File: config.mk
export PLATFORM = sky130hd
export DESIGN_NAME = load_store_unit
export DESIGN_NICKNAME = d
export VERILOG_FILES = /design/src/rtl/lsu_pkg.sv /design/src/rtl/lsu_align.sv /design/src/rtl/load_store_unit.sv
export SDC_FILE = /design/constraint.sdc
export NUM_CORES = 1
export LEC_CHECK = 0
export CORE_MARGIN = 2
export CORE_UTILIZATION = 52
export CTS_CLUSTER_SIZE = 16
export DETAILED_ROUTE_END_ITERATION = 8
export PLACE_DENSITY = 0.86
export SKIP_CTS_REPAIR_TIMING = 1
export SLEW_MARGIN = 25
export SYNTH_ARGS = -nofsm -noshare
export SYNTH_HDL_FRONTEND = slang
export SYNTH_SLANG_ARGS = --single-unit
export TNS_END_PERCENT = 30
File: constraint.sdc
create_clock -name clk -period 2.95 [get_ports clk]
set_input_delay 0.59 -clock clk [delete_from_list [all_inputs] [get_ports clk]]
set_output_delay 0.59 -clock clk [all_outputs]
set_load 0.005 [all_outputs]
File: src/rtl/lsu_pkg.sv
`default_nettype none
// ----------------------------------------------------------------------------
// lsu_pkg: access-size encodings, FSM states and alignment helper for the LSU.
// Rev 1.0
// ----------------------------------------------------------------------------
package lsu_pkg;

  localparam logic [1:0] SZ_BYTE = 2'b00;
  localparam logic [1:0] SZ_HALF = 2'b01;
  localparam logic [1:0] SZ_WORD = 2'b10;
  localparam logic [1:0] SZ_RSVD = 2'b11;

  typedef enum logic [1:0] {
    IDLE     = 2'd0,
    ACCESS   = 2'd1,
    RMW_WR   = 2'd2,
    RESP_ERR = 2'd3
  } lsu_state_t;

  // Reserved size is treated as a misalignment so one check covers both.
  function automatic logic misaligned(input logic [1:0] size, input logic [1:0] offset);
    logic bad;
    case (size)
      SZ_BYTE: bad = 1'b0;
      SZ_HALF: bad = offset[0];
      SZ_WORD: bad = |offset;
      default: bad = 1'b1;
    endcase
    return bad;
  endfunction

endpackage
`default_nettype wire

File: src/rtl/lsu_align.sv
`default_nettype none
// ----------------------------------------------------------------------------
// lsu_align: load lane extract/extend and sub-word store merge (combinational).
// Rev 1.0
// ----------------------------------------------------------------------------
module lsu_align
  import lsu_pkg::*;
(
  input  logic [31:0] rdata,
  input  logic [31:0] wdata,
  input  logic [1:0]  offset,
  input  logic [1:0]  size,
  input  logic        sign,
  output logic [31:0] load_data,
  output logic [31:0] merged_data
);

  logic [7:0]  w_byte;
  logic [15:0] w_half;

  assign w_byte = 8'(rdata >> {offset, 3'b000});
  assign w_half = offset[1] ? rdata[31:16] : rdata[15:0];

  always_comb begin
    load_data = rdata;
    case (size)
      SZ_BYTE: load_data = {{24{sign & w_byte[7]}}, w_byte};
      SZ_HALF: load_data = {{16{sign & w_half[15]}}, w_half};
      default: load_data = rdata;
    endcase
  end

  always_comb begin
    merged_data = rdata;
    case (size)
      SZ_BYTE: begin
        case (offset)
          2'd0:    merged_data[7:0]   = wdata[7:0];
          2'd1:    merged_data[15:8]  = wdata[7:0];
          2'd2:    merged_data[23:16] = wdata[7:0];
          default: merged_data[31:24] = wdata[7:0];
        endcase
      end
      SZ_HALF: begin
        if (offset[1]) merged_data[31:16] = wdata[15:0];
        else           merged_data[15:0]  = wdata[15:0];
      end
      default: merged_data = wdata;
    endcase
  end

endmodule
`default_nettype wire

File: src/rtl/load_store_unit.sv
`default_nettype none
// ----------------------------------------------------------------------------
// load_store_unit: byte/half/word load-store front end for word-indexed data_memory.
// Rev 1.0
// ----------------------------------------------------------------------------
module load_store_unit
  import lsu_pkg::*;
#(
  parameter int RAM_SIZE = 256
) (
  input  logic        clk,
  input  logic        rst_n,
  input  logic        req_valid,
  output logic        req_ready,
  input  logic        req_write,
  input  logic [1:0]  req_size,
  input  logic        req_signed,
  input  logic [31:0] req_addr,
  input  logic [31:0] req_wdata,
  output logic        resp_valid,
  output logic [31:0] resp_rdata,
  output logic        resp_err,
  output logic [31:0] mem_address,
  output logic        mem_read,
  output logic        mem_write,
  output logic [31:0] mem_wdata,
  input  logic [31:0] mem_rdata
);

  localparam logic [29:0] c_ram_words = 30'(RAM_SIZE);

  lsu_state_t  r_state;
  lsu_state_t  w_next;

  logic        r_write;
  logic [1:0]  r_size;
  logic        r_signed;
  logic [31:0] r_addr;
  logic [31:0] r_wdata;
  logic [31:0] r_merged;

  logic        w_accept;
  logic        w_req_err;
  logic [31:0] w_load;
  logic [31:0] w_merged;

  assign w_accept    = (r_state == IDLE) && req_valid;
  assign w_req_err   = misaligned(req_size, req_addr[1:0]) || (req_addr[31:2] >= c_ram_words);
  assign mem_address = {2'b00, r_addr[31:2]};

  lsu_align u_align (
    .rdata       (mem_rdata),
    .wdata       (r_wdata),
    .offset      (r_addr[1:0]),
    .size        (r_size),
    .sign        (r_signed),
    .load_data   (w_load),
    .merged_data (w_merged)
  );

  always_ff @(posedge clk or negedge rst_n) begin
    if (!rst_n) r_state <= IDLE;
    else        r_state <= w_next;
  end

  // Strobes depend on the state register only, so reset removes them at once.
  always_comb begin
    w_next    = r_state;
    req_ready = 1'b0;
    mem_read  = 1'b0;
    mem_write = 1'b0;
    mem_wdata = r_wdata;
    case (r_state)
      IDLE: begin
        req_ready = 1'b1;
        if (req_valid) w_next = w_req_err ? RESP_ERR : ACCESS;
      end
      ACCESS: begin
        if (r_write && (r_size == SZ_WORD)) begin
          mem_write = 1'b1;
          w_next    = IDLE;
        end else if (r_write) begin
          mem_read = 1'b1;
          w_next   = RMW_WR;
        end else begin
          mem_read = 1'b1;
          w_next   = IDLE;
        end
      end
      RMW_WR: begin
        mem_write = 1'b1;
        mem_wdata = r_merged;
        w_next    = IDLE;
      end
      RESP_ERR: w_next = IDLE;
      default:  w_next = IDLE;
    endcase
  end

  always_ff @(posedge clk or negedge rst_n) begin
    if (!rst_n) begin
      r_write    <= 1'b0;
      r_size     <= SZ_BYTE;
      r_signed   <= 1'b0;
      r_addr     <= '0;
      r_wdata    <= '0;
      r_merged   <= '0;
      resp_valid <= 1'b0;
      resp_rdata <= '0;
      resp_err   <= 1'b0;
    end else begin
      resp_valid <= 1'b0;
      if (w_accept) begin
        r_write  <= req_write;
        r_size   <= req_size;
        r_signed <= req_signed;
        r_addr   <= req_addr;
        r_wdata  <= req_wdata;
      end
      case (r_state)
        ACCESS: begin
          if (!r_write) begin
            resp_valid <= 1'b1;
            resp_rdata <= w_load;
            resp_err   <= 1'b0;
          end else if (r_size == SZ_WORD) begin
            resp_valid <= 1'b1;
            resp_rdata <= '0;
            resp_err   <= 1'b0;
          end else begin
            r_merged <= w_merged;
          end
        end
        RMW_WR: begin
          resp_valid <= 1'b1;
          resp_rdata <= '0;
          resp_err   <= 1'b0;
        end
        RESP_ERR: begin
          resp_valid <= 1'b1;
          resp_rdata <= '0;
          resp_err   <= 1'b1;
        end
        default: ;
      endcase
    end
  end

endmodule
`default_nettype wire

==> impl_metrics.yaml, run 1 <==
outcome:
  status: "complete, no violations"
synthesis:
  synth.area.top_cells: "dfrtp_1 (47%), mux2_2 (22%), nand2_1 (4.2%)"
  synthSimpleGateAreaFrac_pct: 8.51
  synth_compound_area_share_pct: 13.1
  synth_edf_count: 0
  synth_adder_area_share_pct: 0.870
  synth_seq_cells: 136
  synth_top_family_by_area: "multiplexers"
  ys.flop_type: "dfrtp_1"
  syn_avg_cell_area_um2: 11.4
  yosysTopAreaCell: "dfrtp_1"
  synth_xor_area_share_pct: 0
  ys_types: 46
  synthTopCellsByCount: "mux2_2 (138), dfrtp_1 (136), nand2_1 (80)"
  yosysWarningCount: 0
  synth-async-reset-ratio_pct: 100
  syn-cell-area_um2: 7190
  synth_mux_area_share_pct: 23.4
  yosysTopAreaCellShare_pct: 47.3
  synthesis.instances: 633
  synth.most_common_cell: "mux2_2"
  synth_seq_area_share_pct: 47.3
placed_design:
  hpwl_um: 15200
  placed_area_um2: 9120
  port_buffers: 201
  place.gp.congestion: 0.903
final_layout:
  nFillCells: 925
  drive_gt1_share_pct: 24.3
  synthToLayoutAreaGrowth_pct: 35.6
  stdcell_area_um2: 9750
  num_antenna_cells: 0
  fin_nets: 899
timing:
  fin_worst_skew_ns: 0.00577
  tightestPinTransition_ns: 0.673
  finalCritPeriodShare_pct: 97.8
  finalSetupViolations: 0
  drv_slew: 0
  grt_setup_unrepaired: "no"
  fin_crit_ns: 2.89
  finalHoldViolations: 0
  max_slew_margin_pct: 55.1
  whs_ns: 0.182
  fmax_ghz: 0.347
clocking:
  cts_tree: "done"
  clock_path_buffers: 2
  clock_sinks: 136
  numCtsBuffers: 17
  clkSlewWorstSetupHoldPaths_ns: 0.06
  cts-root-buf: "clkbuf_16"
  insertion_delay_ns: 0.43
  htreeDepth: 4
critical_path:
  r2r_start: "r_state[1]"
  worstPathArrival_ns: 2.30
  cp_data_required_time_ns: 2.36
  crit_family: "buffers and inverters"
  start_kind: "register"
  crit_chain: "inv_1 -> ha_4 -> buf_12 -> mux2_2 -> clkdlybuf4s50_1"
  slowest_delay_ns: 0.48
  reg2reg_slack_ns: 0.62
  critPathCaptureType: "primary output"
  crit_buf_inv: 3
  worstSetupPathType: "reg2out"
  path_max_fanout: 32
  reg2reg_to: "resp_rdata[25]"
  reg2regPathDepth: 6
  cp_slowest_cell: "clkdlybuf4s50_1"
floorplan:
  die-area_um2: 14800
  fp-row-count: 42
  ios: 204
  initial_core_util_pct: 53.9
  dieHeight_um: 122
  die_x_um: 122
  core_area_um2: 13300
routing:
  initialDrtViolationCount: 661
  route.vias.total: 5930
  routed_wl_um: 21100
  ant_nets: 0
  wl_per_cell_um: 21.5
  dr.pass1.iters: 7
  wl_met1_um: 8450
  met2WireLength_um: 10500
  wl_met3_um: 1570
  viasPerCell: 6.05
  drc_errors: 0
  dr.max_layer_used: "met4"
global_routing:
  grt_use_total_pct: 29.4
  antenna_found_initial: 0
  grt_start_max_net_pins: 59
  grt_pass1_vias: 5992
  grt_first_pass_wirelength_um: 32700
  overflow: 0
run:
  cap_violations: 0
pwr:
  powerDensity_nw_per_um2: 1150
  ir_drop_mv: 0.597
  leakage_nw: 4.09
hold_path:
  hold_class: "in2async"
## where the power goes
group	switching, W	total (W)	internal, W	leakage [nW]
logic	0.00237	0.00557	0.00320	2.12
clock network	0.000792	0.00219	0.00139	0.305
registers	0.000772	0.00349	0.00271	1.67
total	0.00393	0.0112	0.00731	4.09
## placed cells by master (no fill, tap or decap), drive strengths merged, types with 2 or more instances in the layout
cell           instances
buf                   17
o221ai                 6
ha                     5
nor2b                  5
clkbuf                25
clkdlybuf4s50        200
conb                   2
a222oi                15
o22ai                  9
dfrtp                136
nor3                   8
mux2                 139
a22o                   2
inv                    5
a221o                 16
a32o                   8
o21ai                 35
nor4                   6
nand2b                13
mux2i                 11
nand2                 80
clkinv                 4
o22a                   8
a21oi                 11
nor2                  14
a31oi                  7
bufinv                 2
## final cells by class
| type | instances | area, um^2 | area share, % |
|---|---|---|---|
| Tap cell | 176 | 220 | 2.26 |
| Multi-Input combinational cell | 414 | 3330 | 34.1 |
| Sequential cell | 136 | 3400 | 34.9 |
| Clock inverter | 7 | 87.6 | 0.898 |
| Clock buffer | 25 | 526 | 5.39 |
| Timing Repair Buffer | 217 | 2170 | 22.2 |
| Inverter | 5 | 18.8 | 0.193 |
## per-stage QoR
stage                     TNS (ns)  power [W]  util (%)  setup WS (ns)  std cells
after floorplan                  0    0.00678         -          0.829        634
after global placement           0    0.00875      68.4          0.470        948
after detailed placement         0    0.00897      68.4          0.372        948
after CTS                    -2.16     0.0112      72.9         -0.103        980
after global routing             0     0.0118      73.0        0.00379        980
final                            0     0.0112      73.0         0.0649        980
## registers in the layout, summed over array words and instances, names as in the netlist
| signal | flops |
|---|---|
| r_wdata | 32 |
| r_addr | 32 |
| r_state | 2 |
| r_merged | 32 |
| r_write | 1 |
| resp_err | 1 |
| resp_rdata | 32 |
| resp_valid | 1 |
| r_size | 2 |
| r_signed | 1 |
## how the worst max path moves through the flow
stage                          start            end  cells past startpoint  slack (ns)
final                     r_state[0]   mem_wdata[2]                      5        0.06
after global routing      r_state[0]   mem_wdata[2]                      5       0.004
after CTS                 r_state[0]   mem_wdata[2]                      5       -0.10
after detailed placement  r_state[0]   mem_wdata[2]                      5        0.37
after global placement    r_state[0]   mem_wdata[2]                      5        0.47
after floorplan           r_state[0]  mem_wdata[10]                      5        0.83
## worst register-to-register path, delay by kind of cell, from the launching register on
family / cells / cell delay (ns)
and+or+nand+nor: 2 / 0.83
adders and majority gates: 1 / 0.30
AOI/OAI and AO/OA: 1 / 0.27
DFF: 1 / 0.45
buffers and inverters: 2 / 0.42
## routing by layer
metal / global-route usage [%] / up-vias
met1: 38.4 / 2968
met2: 48.6 / 302
met3: 6.13 / 44
met5: 0 / -
li1: - / 2616
met4: 11.3 / 0
## cells by family after synthesis
family          after synthesis
compound gates              124
fa+ha+maj                     5
other cells                   1
simple gates                133
flops                       136
buf+inv                      84
mux                         150
(Power assumes the default switching activity.)
==> run 2, diff against run 1 <==
--- a/config.mk
+++ b/config.mk
@@ -9,6 +9,7 @@
 export CORE_UTILIZATION = 52
 export CTS_CLUSTER_SIZE = 16
 export DETAILED_ROUTE_END_ITERATION = 8
+export MAX_ROUTING_LAYER = met4
 export PLACE_DENSITY = 0.86
 export SKIP_CTS_REPAIR_TIMING = 1
 export SLEW_MARGIN = 25
==> constraint.sdc (replaced) <==
create_clock -name clk -period 3.6 [get_ports clk]
set_input_delay 0.72 -clock clk [delete_from_list [all_inputs] [get_ports clk]]
set_output_delay 0.72 -clock clk [all_outputs]
set_load 0.005 [all_outputs]
==> impl_metrics.yaml, run 2 (synthesis results as in run 1) <==
routing:
  drc_errors: 0
  dr.pass1.iters: 8
  routed_wl_um: 20800
  route.vias.total: 5804
  viasPerCell: 5.96
  ant_nets: 0
  initialDrtViolationCount: 713
  wl_per_cell_um: 21.4
global_routing:
  grt_start_max_net_pins: 66
  antenna_found_initial: 1
  grt_use_total_pct: 30.1
  grt_first_pass_wirelength_um: 32600
  grt_pass1_vias: 5895
  overflow: 0
final_layout:
  synthToLayoutAreaGrowth_pct: 34.9
  fin_nets: 893
  final_cell_count_no_fill: 974
  stdcell_area_um2: 9690
  drive_gt1_share_pct: 23.8
  layout_commonest_cell: "clkdlybuf4s50_1"
  most-common-layout-cells: "clkdlybuf4s50_1 (200), mux2_2 (138), dfrtp_1 (134)"
clocking:
  cts_tree: "done"
  htreeDepth: 4
  clock_sinks: 136
  clkSlewWorstSetupHoldPaths_ns: 0.06
  clock_path_buffers: 2
  insertion_delay_ns: 0.42
  cts-root-buf: "clkbuf_16"
  numCtsBuffers: 17
floorplan:
  dieHeight_um: 122
  initial_core_util_pct: 53.9
  fp-row-count: 42
  die-area_um2: 14800
  ios: 204
  core_area_um2: 13300
  die_x_um: 122
timing:
  finalCritPeriodShare_pct: 88.3
  fmax_ghz: 0.314
  grt_setup_unrepaired: "no"
  finalHoldViolations: 0
  tns_ns: 0
  finalSetupViolations: 0
  tightestPinTransition_ns: 0.769
  fin_crit_ns: 3.18
  fin_worst_skew_ns: 0.00610
  max_slew_margin_pct: 48.6
  drv_slew: 0
  finalWorstSetupSlack_ns: 0.420
critical_path:
  start_kind: "register"
  cp_data_required_time_ns: 2.88
  critPathCaptureType: "primary output"
  path_max_fanout: 35
  reg2reg_slack_ns: 1.07
  worstPathArrival_ns: 2.46
  worstSetupPathType: "reg2out"
pwr:
  powerDensity_nw_per_um2: 945
  leakage_nw: 4.05
  ir_drop_mv: 0.588
placed_design:
  place.gp.congestion: 0.924
  port_buffers: 201
  placed_cells: 942
  hpwl_um: 15000
  pre_cts_ws_ns: 0.880
  placed_area_um2: 9070
hold_path:
  hold_class: "in2async"
outcome:
  status: "complete, no violations"
run:
  cap_violations: 0
[run 2: power breakdown]
| group | switching, W | leakage, nW | internal [W] | total [W] |
|---|---|---|---|---|
| sequential | 0.000699 | 1.67 | 0.00222 | 0.00292 |
| clock | 0.000624 | 0.298 | 0.00117 | 0.00180 |
| combinational | 0.00186 | 2.08 | 0.00257 | 0.00443 |
| total | 0.00319 | 4.05 | 0.00597 | 0.00916 |
[run 2: final timing paths]
path / startpoint / endpoint / cells after the start
min: rst_n / r_addr[16] / 1
max in group asynchronous: rst_n / resp_rdata[13] / 2
min in group clk: resp_rdata[5] / resp_rdata[5] / 2
max: r_state[0] / mem_wdata[22] / 5
max reg2reg: r_state[0] / resp_rdata[18] / 7
min reg2reg: resp_rdata[5] / resp_rdata[5] / 2
[run 2: routing by layer]
| layer | track usage, % | vias to the layer above | wire length [um] |
|---|---|---|---|
| met1 | 38.8 | 2877 | 8460 |
| met3 | 6.55 | 44 | 1460 |
| met2 | 47.6 | 280 | 10400 |
| li1 | - | 2603 | - |
| met5 | - | - | 0 |
| met4 | 10.2 | 0 | 479 |
[run 2: critical path: stages, from the launching register on]
cell and delay, ns:
dfrtp_1 0.41, inv_1 0.13, ha_1 0.16, buf_4 0.41, mux2_2 0.40, clkdlybuf4s50_1 0.47
[run 2: layout make-up]
type                       instances  area (um^2)
sequential                       136         3410
fill                             924         3650
tap                              176          220
timing repair buffer             211         2110
clock buffer                      24          502
inverter                           5         18.8
clock inverter                     7          115
antenna                            1         2.50
multi-input combinational        414         3320
[run 2: stage by stage]
stage,hold slack [ns],util (%),total power (W)
after floorplan,0.424,-,0.00555
after global placement,0.461,67.9,0.00711
after detailed placement,0.472,67.9,0.00730
after CTS,0.361,72.6,0.00916
after global routing,0.390,72.6,0.00967
final,0.349,72.6,0.00916
